### config.mk
export PLATFORM = sky130hd
export DESIGN_NAME = ps2_key_gen
export DESIGN_NICKNAME = d
export VERILOG_FILES = /design/src/rtl/ps2_pkg.sv /design/src/rtl/ps2_line_filter.sv /design/src/rtl/ps2_key_gen.sv
export SDC_FILE = /design/constraint.sdc
export NUM_CORES = 1
export LEC_CHECK = 0
export ABC_AREA = 1
export BUFFER_PORTS_ARGS = -buffer_cell sky130_fd_sc_hd__buf_2
export CORE_MARGIN = 5
export CORE_UTILIZATION = 45
export DETAILED_ROUTE_END_ITERATION = 8
export GPL_TIMING_DRIVEN = 0
export PLACE_DENSITY_LB_ADDON = 0.15
export SYNTH_ARGS = -nofsm -noshare
export SYNTH_HDL_FRONTEND = slang
export SYNTH_SLANG_ARGS = --single-unit
### constraint.sdc
create_clock -name CLK -period 2.1 [get_ports CLK]
set_clock_uncertainty 0.15 [all_clocks]
set_input_delay 0.105 -clock CLK [delete_from_list [all_inputs] [get_ports CLK]]
set_output_delay 0.105 -clock CLK [all_outputs]
set_load 0.05 [all_outputs]
### src/rtl/ps2_pkg.sv
// ps2_pkg: shared definitions for the PS/2 keyboard event generator.
//   - frame_state_t : device-to-host frame FSM states
//   - PS2_EXT/PS2_BRK/PS2_PAUSE : prefix bytes folded by the decoder
//   - PAUSE_SKIP    : bytes swallowed after the Pause (E1) lead-in
//   - DISCARD_CODES : keyboard status/ack bytes that never become key events
package ps2_pkg;

    typedef enum logic [1:0] {
        IDLE,
        DATA,
        PARITY,
        STOP
    } frame_state_t;

    localparam logic [7:0] PS2_EXT    = 8'hE0;
    localparam logic [7:0] PS2_BRK    = 8'hF0;
    localparam logic [7:0] PS2_PAUSE  = 8'hE1;
    localparam logic [2:0] PAUSE_SKIP = 3'd7;

    localparam int NUM_DISCARD = 6;
    localparam logic [NUM_DISCARD-1:0][7:0] DISCARD_CODES =
        {8'hFA, 8'hAA, 8'hEE, 8'hFE, 8'h00, 8'hFF};

    function automatic logic is_discard(input logic [7:0] code);
        logic hit;
        hit = 1'b0;
        for (int i = 0; i < NUM_DISCARD; i++) begin
            if (code == DISCARD_CODES[i]) hit = 1'b1;
        end
        return hit;
    endfunction

endpackage

### src/rtl/ps2_line_filter.sv
// ps2_line_filter: conditions one raw PS/2 line.
//   Two-flop synchroniser followed by a glitch filter: the filtered level only
//   follows the synchronised input after FILTER_LEN consecutive samples that
//   differ from the current filtered level.
// Ports:
//   clk, rst  : system clock, asynchronous active-high reset
//   line_in   : raw asynchronous line
//   filt      : filtered level (resets to 1, the PS/2 idle level)
//   fall      : one-cycle strobe, high in the first cycle filt reads 0
module ps2_line_filter #(
    parameter int FILTER_LEN = 8
) (
    input  logic clk,
    input  logic rst,
    input  logic line_in,
    output logic filt,
    output logic fall
);

    localparam int CW = (FILTER_LEN < 2) ? 1 : $clog2(FILTER_LEN);

    logic [1:0]    sync;
    logic [CW-1:0] cnt;

    always_ff @(posedge clk or posedge rst) begin
        if (rst) begin
            sync <= 2'b11;
            filt <= 1'b1;
            cnt  <= '0;
            fall <= 1'b0;
        end else begin
            sync <= {sync[0], line_in};
            fall <= 1'b0;
            if (sync[1] == filt) begin
                cnt <= '0;
            end else if (cnt == CW'(FILTER_LEN - 1)) begin
                // Run of FILTER_LEN differing samples: commit the new level.
                filt <= sync[1];
                cnt  <= '0;
                fall <= filt;   // only a 1->0 commit is a fall
            end else begin
                cnt <= cnt + 1'b1;
            end
        end
    end

endmodule

### src/rtl/ps2_key_gen.sv
// ps2_key_gen: PS/2 keyboard receiver producing the 11-bit toggle-style
// key event {toggle, pressed, extended, code[7:0]}.
//   Frames are sampled on filtered-clock falls; E0/F0 prefixes are folded into
//   the event and the 8-byte Pause sequence is absorbed.
// Optional build macro: PS2_PARITY_CHECK_EN -- discard bytes with bad odd
//   parity (frame_err pulse); without it the parity bit is ignored.
// Ports:
//   CLK, RESET   : system clock, asynchronous active-high reset
//   ps2_clk_in   : raw PS/2 clock
//   ps2_data_in  : raw PS/2 data
//   ps2_key      : {toggle, pressed, extended, code}
//   key_valid    : one-cycle pulse when ps2_key updates
//   frame_err    : one-cycle pulse when a frame is discarded
module ps2_key_gen
    import ps2_pkg::*;
#(
    parameter int FILTER_LEN  = 8,
    parameter int TIMEOUT_CYC = 48000
) (
    input  logic        CLK,
    input  logic        RESET,
    input  logic        ps2_clk_in,
    input  logic        ps2_data_in,
    output logic [10:0] ps2_key,
    output logic        key_valid,
    output logic        frame_err
);

    localparam int TW = $clog2(TIMEOUT_CYC + 1);

    logic clk_filt, fall;
    logic data_filt, data_fall;

    ps2_line_filter #(.FILTER_LEN(FILTER_LEN)) u_clk_filt (
        .clk(CLK), .rst(RESET), .line_in(ps2_clk_in),
        .filt(clk_filt), .fall(fall)
    );

    ps2_line_filter #(.FILTER_LEN(FILTER_LEN)) u_data_filt (
        .clk(CLK), .rst(RESET), .line_in(ps2_data_in),
        .filt(data_filt), .fall(data_fall)
    );

    frame_state_t  state, state_n;
    logic [2:0]    bit_cnt, bit_cnt_n;
    logic [7:0]    shreg, shreg_n;
    logic [TW-1:0] tmo, tmo_n;
    logic          byte_ok, err;

`ifdef PS2_PARITY_CHECK_EN
    logic par_bit, par_bit_n;
`endif

    // Frame FSM state register
    always_ff @(posedge CLK or posedge RESET) begin
        if (RESET) begin
            state   <= IDLE;
            bit_cnt <= '0;
            shreg   <= '0;
            tmo     <= '0;
`ifdef PS2_PARITY_CHECK_EN
            par_bit <= 1'b0;
`endif
        end else begin
            state   <= state_n;
            bit_cnt <= bit_cnt_n;
            shreg   <= shreg_n;
            tmo     <= tmo_n;
`ifdef PS2_PARITY_CHECK_EN
            par_bit <= par_bit_n;
`endif
        end
    end

    // Frame FSM next state; byte_ok/err are valid in the stop-bit fall cycle
    always_comb begin
        state_n   = state;
        bit_cnt_n = bit_cnt;
        shreg_n   = shreg;
        tmo_n     = tmo;
        byte_ok   = 1'b0;
        err       = 1'b0;
`ifdef PS2_PARITY_CHECK_EN
        par_bit_n = par_bit;
`endif
        if (state != IDLE) tmo_n = tmo + 1'b1;

        if (fall) begin
            // A fall always wins over a simultaneous terminal count.
            tmo_n = '0;
            unique case (state)
                IDLE: begin
                    if (!data_filt) begin
                        state_n   = DATA;
                        bit_cnt_n = '0;
                    end
                end
                DATA: begin
                    shreg_n   = {data_filt, shreg[7:1]};
                    bit_cnt_n = bit_cnt + 1'b1;
                    if (bit_cnt == 3'd7) state_n = PARITY;
                end
                PARITY: begin
`ifdef PS2_PARITY_CHECK_EN
                    par_bit_n = data_filt;
`endif
                    state_n = STOP;
                end
                STOP: begin
                    state_n = IDLE;
`ifdef PS2_PARITY_CHECK_EN
                    if (data_filt && (^{shreg, par_bit})) byte_ok = 1'b1;
                    else                                   err     = 1'b1;
`else
                    if (data_filt) byte_ok = 1'b1;
                    else           err     = 1'b1;
`endif
                end
                default: state_n = IDLE;
            endcase
        end else if (state != IDLE && tmo == TW'(TIMEOUT_CYC - 1)) begin
            state_n = IDLE;
            tmo_n   = '0;
            err     = 1'b1;
        end
    end

    // Byte decoder and registered outputs
    logic       ext, brk;
    logic [2:0] skip;

    always_ff @(posedge CLK or posedge RESET) begin
        if (RESET) begin
            ps2_key   <= '0;
            key_valid <= 1'b0;
            frame_err <= 1'b0;
            ext       <= 1'b0;
            brk       <= 1'b0;
            skip      <= '0;
        end else begin
            key_valid <= 1'b0;
            frame_err <= err;
            if (byte_ok) begin
                if (skip != '0) begin
                    skip <= skip - 1'b1;
                end else if (shreg == PS2_PAUSE) begin
                    skip <= PAUSE_SKIP;
                    ext  <= 1'b0;
                    brk  <= 1'b0;
                end else if (shreg == PS2_EXT) begin
                    ext <= 1'b1;
                end else if (shreg == PS2_BRK) begin
                    brk <= 1'b1;
                end else if (is_discard(shreg)) begin
                    ext <= 1'b0;
                    brk <= 1'b0;
                end else begin
                    ps2_key   <= {~ps2_key[10], ~brk, ext, shreg};
                    key_valid <= 1'b1;
                    ext       <= 1'b0;
                    brk       <= 1'b0;
                end
            end
        end
    end

    // The data line's own fall strobe and clock level are not needed.
    logic unused;
    assign unused = data_fall ^ clk_filt;

endmodule

==> insert_results.sql <==
INSERT INTO impl_metrics (metric_group, metric, value, unit) VALUES
('critical_path', 'cp.required', '2.18', 'ns'),
('synthesis', 'post_synth_inst_count', '336', ''),
('power', 'worst_ir_drop_vdd', '0.5207', 'mV'),
('synthesis', 'synth-xor-area-share', '3.343', '%'),
('detailed_routing', 'detail_route.first_pass.iterations', '4', ''),
('critical_path', 'worst_path_max_delay_cell', 'dfrtp_1', ''),
('timing', 'timing.final.max_slew_violations', '0', ''),
('global_routing', 'grt_pass1_wl', '9163', 'um'),
('timing', 'finalWorstPathRequiredPeriod', '1.866', 'ns'),
('synthesis', 'syn_nets', '353', ''),
('global_routing', 'global_route.usage.total', '13.86', '%'),
('timing', 'hold_ws', '0.1773', 'ns'),
('placement', 'dp_hpwl', '3701', 'um'),
('detailed_routing', 'totalWireLength', '5080', 'um'),
('detailed_routing', 'drtIter0Drc', '74', ''),
('floorplanning', 'core-area', '6277', 'um^2'),
('final_layout', 'layout-drive-gt1-share', '14.25', '%'),
('detailed_routing', 'postRouteAntennaNets', '0', ''),
('detailed_routing', 'via_per_inst', '4.826', ''),
('clock_tree', 'clkSlewWorstSetupHoldPaths', '0.06', 'ns'),
('synthesis', 'postSynth.topFlopCell', 'dfrtp_1', ''),
('placement', 'port_buffers', '16', ''),
('synthesis', 'synth_enable_flop_cells', '0', ''),
('detailed_routing', 'drt-wirelength-per-cell', '11.31', 'um'),
('critical_path', 'worst_setup_path_start_kind', 'flip-flop', ''),
('synthesis', 'ys_top_cells_by_count', '93 x nand2_1, 54 x dfrtp_1, 43 x nor2_1', ''),
('global_routing', 'total_global_routing_overflow', '0', ''),
('outcome', 'outcome', 'completed', ''),
('placement', 'place_congestion', '0.8178', ''),
('detailed_routing', 'met3RoutedLength', '254', 'um'),
('global_routing', 'maximum_number_of_pins_on_one_net_before_global_route_repair', '41', ''),
('floorplanning', 'floorplan.initialDensity', '45.90', '%'),
('synthesis', 'synth_largest_type_area_fraction', '46.90', '%'),
('synthesis', 'ys_types', '28', ''),
('synthesis', 'mappedNetlistArea', '2882', 'um^2'),
('clock_tree', 'cts_tree', 'yes', ''),
('power', 'p_leak', '0.001688', 'uW'),
('critical_path', 'timing.critical_path.from', 'state[0]', ''),
('timing', 'layout_setup_ws', '0.2340', 'ns'),
('hold_path', 'timing.hold.worst.class', 'primary input to asynchronous set/reset pin', ''),
('synthesis', 'synth_top_family_by_area', 'simple AND/OR/NAND/NOR gates', ''),
('critical_path', 'timing.critical_path.arrival', '1.94', 'ns'),
('critical_path', 'timing.setup.critical_path_class', 'flip-flop to flip-flop', ''),
('timing', 'setup_violating_endpoint_count_in_the_final_report', '0', ''),
('floorplanning', 'rows', '29', ''),
('synthesis', 'postSynthRegisterBits', '60', ''),
('detailed_routing', 'met2_length', '2227', 'um'),
('synthesis', 'synth_compound_gate_area_share', '6.166', '%'),
('critical_path', 'worst_path_dominant_cell_family', 'simple AND/OR/NAND/NOR gates', ''),
('final_layout', 'area_delta_synth_final', '15.24', '%'),
('floorplanning', 'die-height', '90.02', 'um'),
('placement', 'dp.cells', '430', ''),
('timing', 'hold_viol', '0', ''),
('synthesis', 'yosys.cell_count.top_type', 'nand2_1', ''),
('clock_tree', 'clk_path_buf_depth', '2', ''),
('synthesis', 'netlist_top_cells_area', 'dfrtp_1 47%, nand2_1 12%, ha_1 5.6%', ''),
('detailed_routing', 'm1WireLength', '2474', 'um'),
('detailed_routing', 'residual_drc', '0', ''),
('timing', 'max_freq', '535.9', 'MHz'),
('critical_path', 'crit_path_end_kind', 'flip-flop', ''),
('detailed_routing', 'top_layer', 'met4', ''),
('timing', 'timing.final.crit_share', '88.86', '%'),
('floorplanning', 'io_pins', '17', ''),
('power', 'p_per_area', '762.4', 'nW/um^2'),
('critical_path', 'cp_slowest_stage_delay', '0.40', 'ns'),
('synthesis', 'synth.mux.area_fraction', '0.3908', '%'),
('clock_tree', 'cts.repair_timing.setup_buffer_count', '0', ''),
('clock_tree', 'ctsRootBufferMaster', 'clkbuf_8', ''),
('synthesis', 'post_synthesis_simple_gate_area_fraction', '25.62', '%'),
('floorplanning', 'die-width', '90.02', 'um'),
('synthesis', 'synth_async_sr_flop_share', '100.0', '%');
cells by family after synthesis:
logic type / Yosys count
AND/OR/NAND/NOR: 172
multiplexers: 1
AO/OA/AOI/OAI: 33
flip-flops: 60
XOR/XNOR: 11
buffers and inverters: 46
adder cells (fa/ha/maj): 13
metal layers:
| layer | vias up | GRT usage (%) |
|---|---|---|
| met5 | - | 0 |
| met4 | 0 | 7.072 |
| met3 | 9 | 4.090 |
| met2 | 38 | 20.67 |
| met1 | 994 | 18.24 |
| li1 | 1126 | - |
worst register-to-register path, cell delays in order, from the launching register on:
cell	delay, ns
dfrtp_1	0.40
inv_1	0.08
ha_1	0.26
inv_1	0.11
nor2_2	0.07
nor2_2	0.16
nand2_1	0.10
nor2_1	0.18
nor2_1	0.05
o21ai_0	0.14
inv_1	0.06
stage by stage:
step	area, um^2	util (%)	power (uW)	setup TNS [ns]
6_report	3321	52.90	2532	0
2_1_floorplan	2882	-	1425	0
5_1_grt	3321	52.90	2671	0
4_1_cts	3314	52.80	2574	0
3_5_place_dp	3078	49.03	1478	0
3_3_place_gp	3058	48.71	1462	-22.48
sequential cells by signal, indices dropped and copies added, names as in the netlist, 2 cells and up:
signal and flops:
state 2, skip 3, u_data_filt.sync 2, u_clk_filt.cnt 3
tmo 16, shreg 8, bit_cnt 3, u_data_filt.cnt 3
ps2_key 11, u_clk_filt.sync 2
cell type report:
class / count / area, um^2
Buffer: 5 / 32.53
Multi-Input combinational cell: 230 / 1189
Inverter: 41 / 157.7
Sequential cell: 60 / 1509
Clock buffer: 15 / 176.4
Tap cell: 77 / 96.34
Fill cell: 597 / 2957
Clock inverter: 1 / 30.03
Timing Repair Buffer: 20 / 130.1
report_power, final:
part	internal [uW]	total, uW	switching, uW
registers	1240	1270	38.6
logic	74.4	181	106
clock network	647	1080	429
total	1960	2530	574
placed cells by master (no fill, tap or decap):
master          n
o21bai_1        2
xor2_1          7
mux2_2          1
nor2_2          3
o31ai_1         2
buf_6           1
xnor2_1         4
nand2_1        92
bufinv_16       1
nand3_2         2
inv_2           2
buf_4           1
dfstp_2         6
clkbuf_1        4
dfrtp_1        54
inv_1          38
nand4_1        14
clkinvlp_4      1
nor2_4          2
a21oi_1         3
clkbuf_8       12
o21ai_0        25
buf_2          18
a22oi_1         1
nor3_1          5
nor3b_1         1
dlygate4sd3_1   3
nand2_2         2
buf_12          1
ha_1           13
nor2_1         43
nand3_1         8
worst paths after layout:
path,endpoint,slack (ns),cells past startpoint
min in group CLK,u_data_filt.sync[1],0.21,0
setup reg to reg,tmo[11],0.23,10
hold reg to reg,u_data_filt.sync[1],0.21,0
setup / recovery,tmo[11],0.23,10
hold / removal,tmo[3],0.18,3
max in group asynchronous,u_clk_filt.sync[0],0.99,4
what timing repair did:
item                                    4_1_cts  5_1_grt
endpoints found under the hold margin        22        0
endpoints found under the setup margin        0        9
hold buffers                                  3        0
gates resized for setup                       0        2
Power figures use the tool's default switching activity.
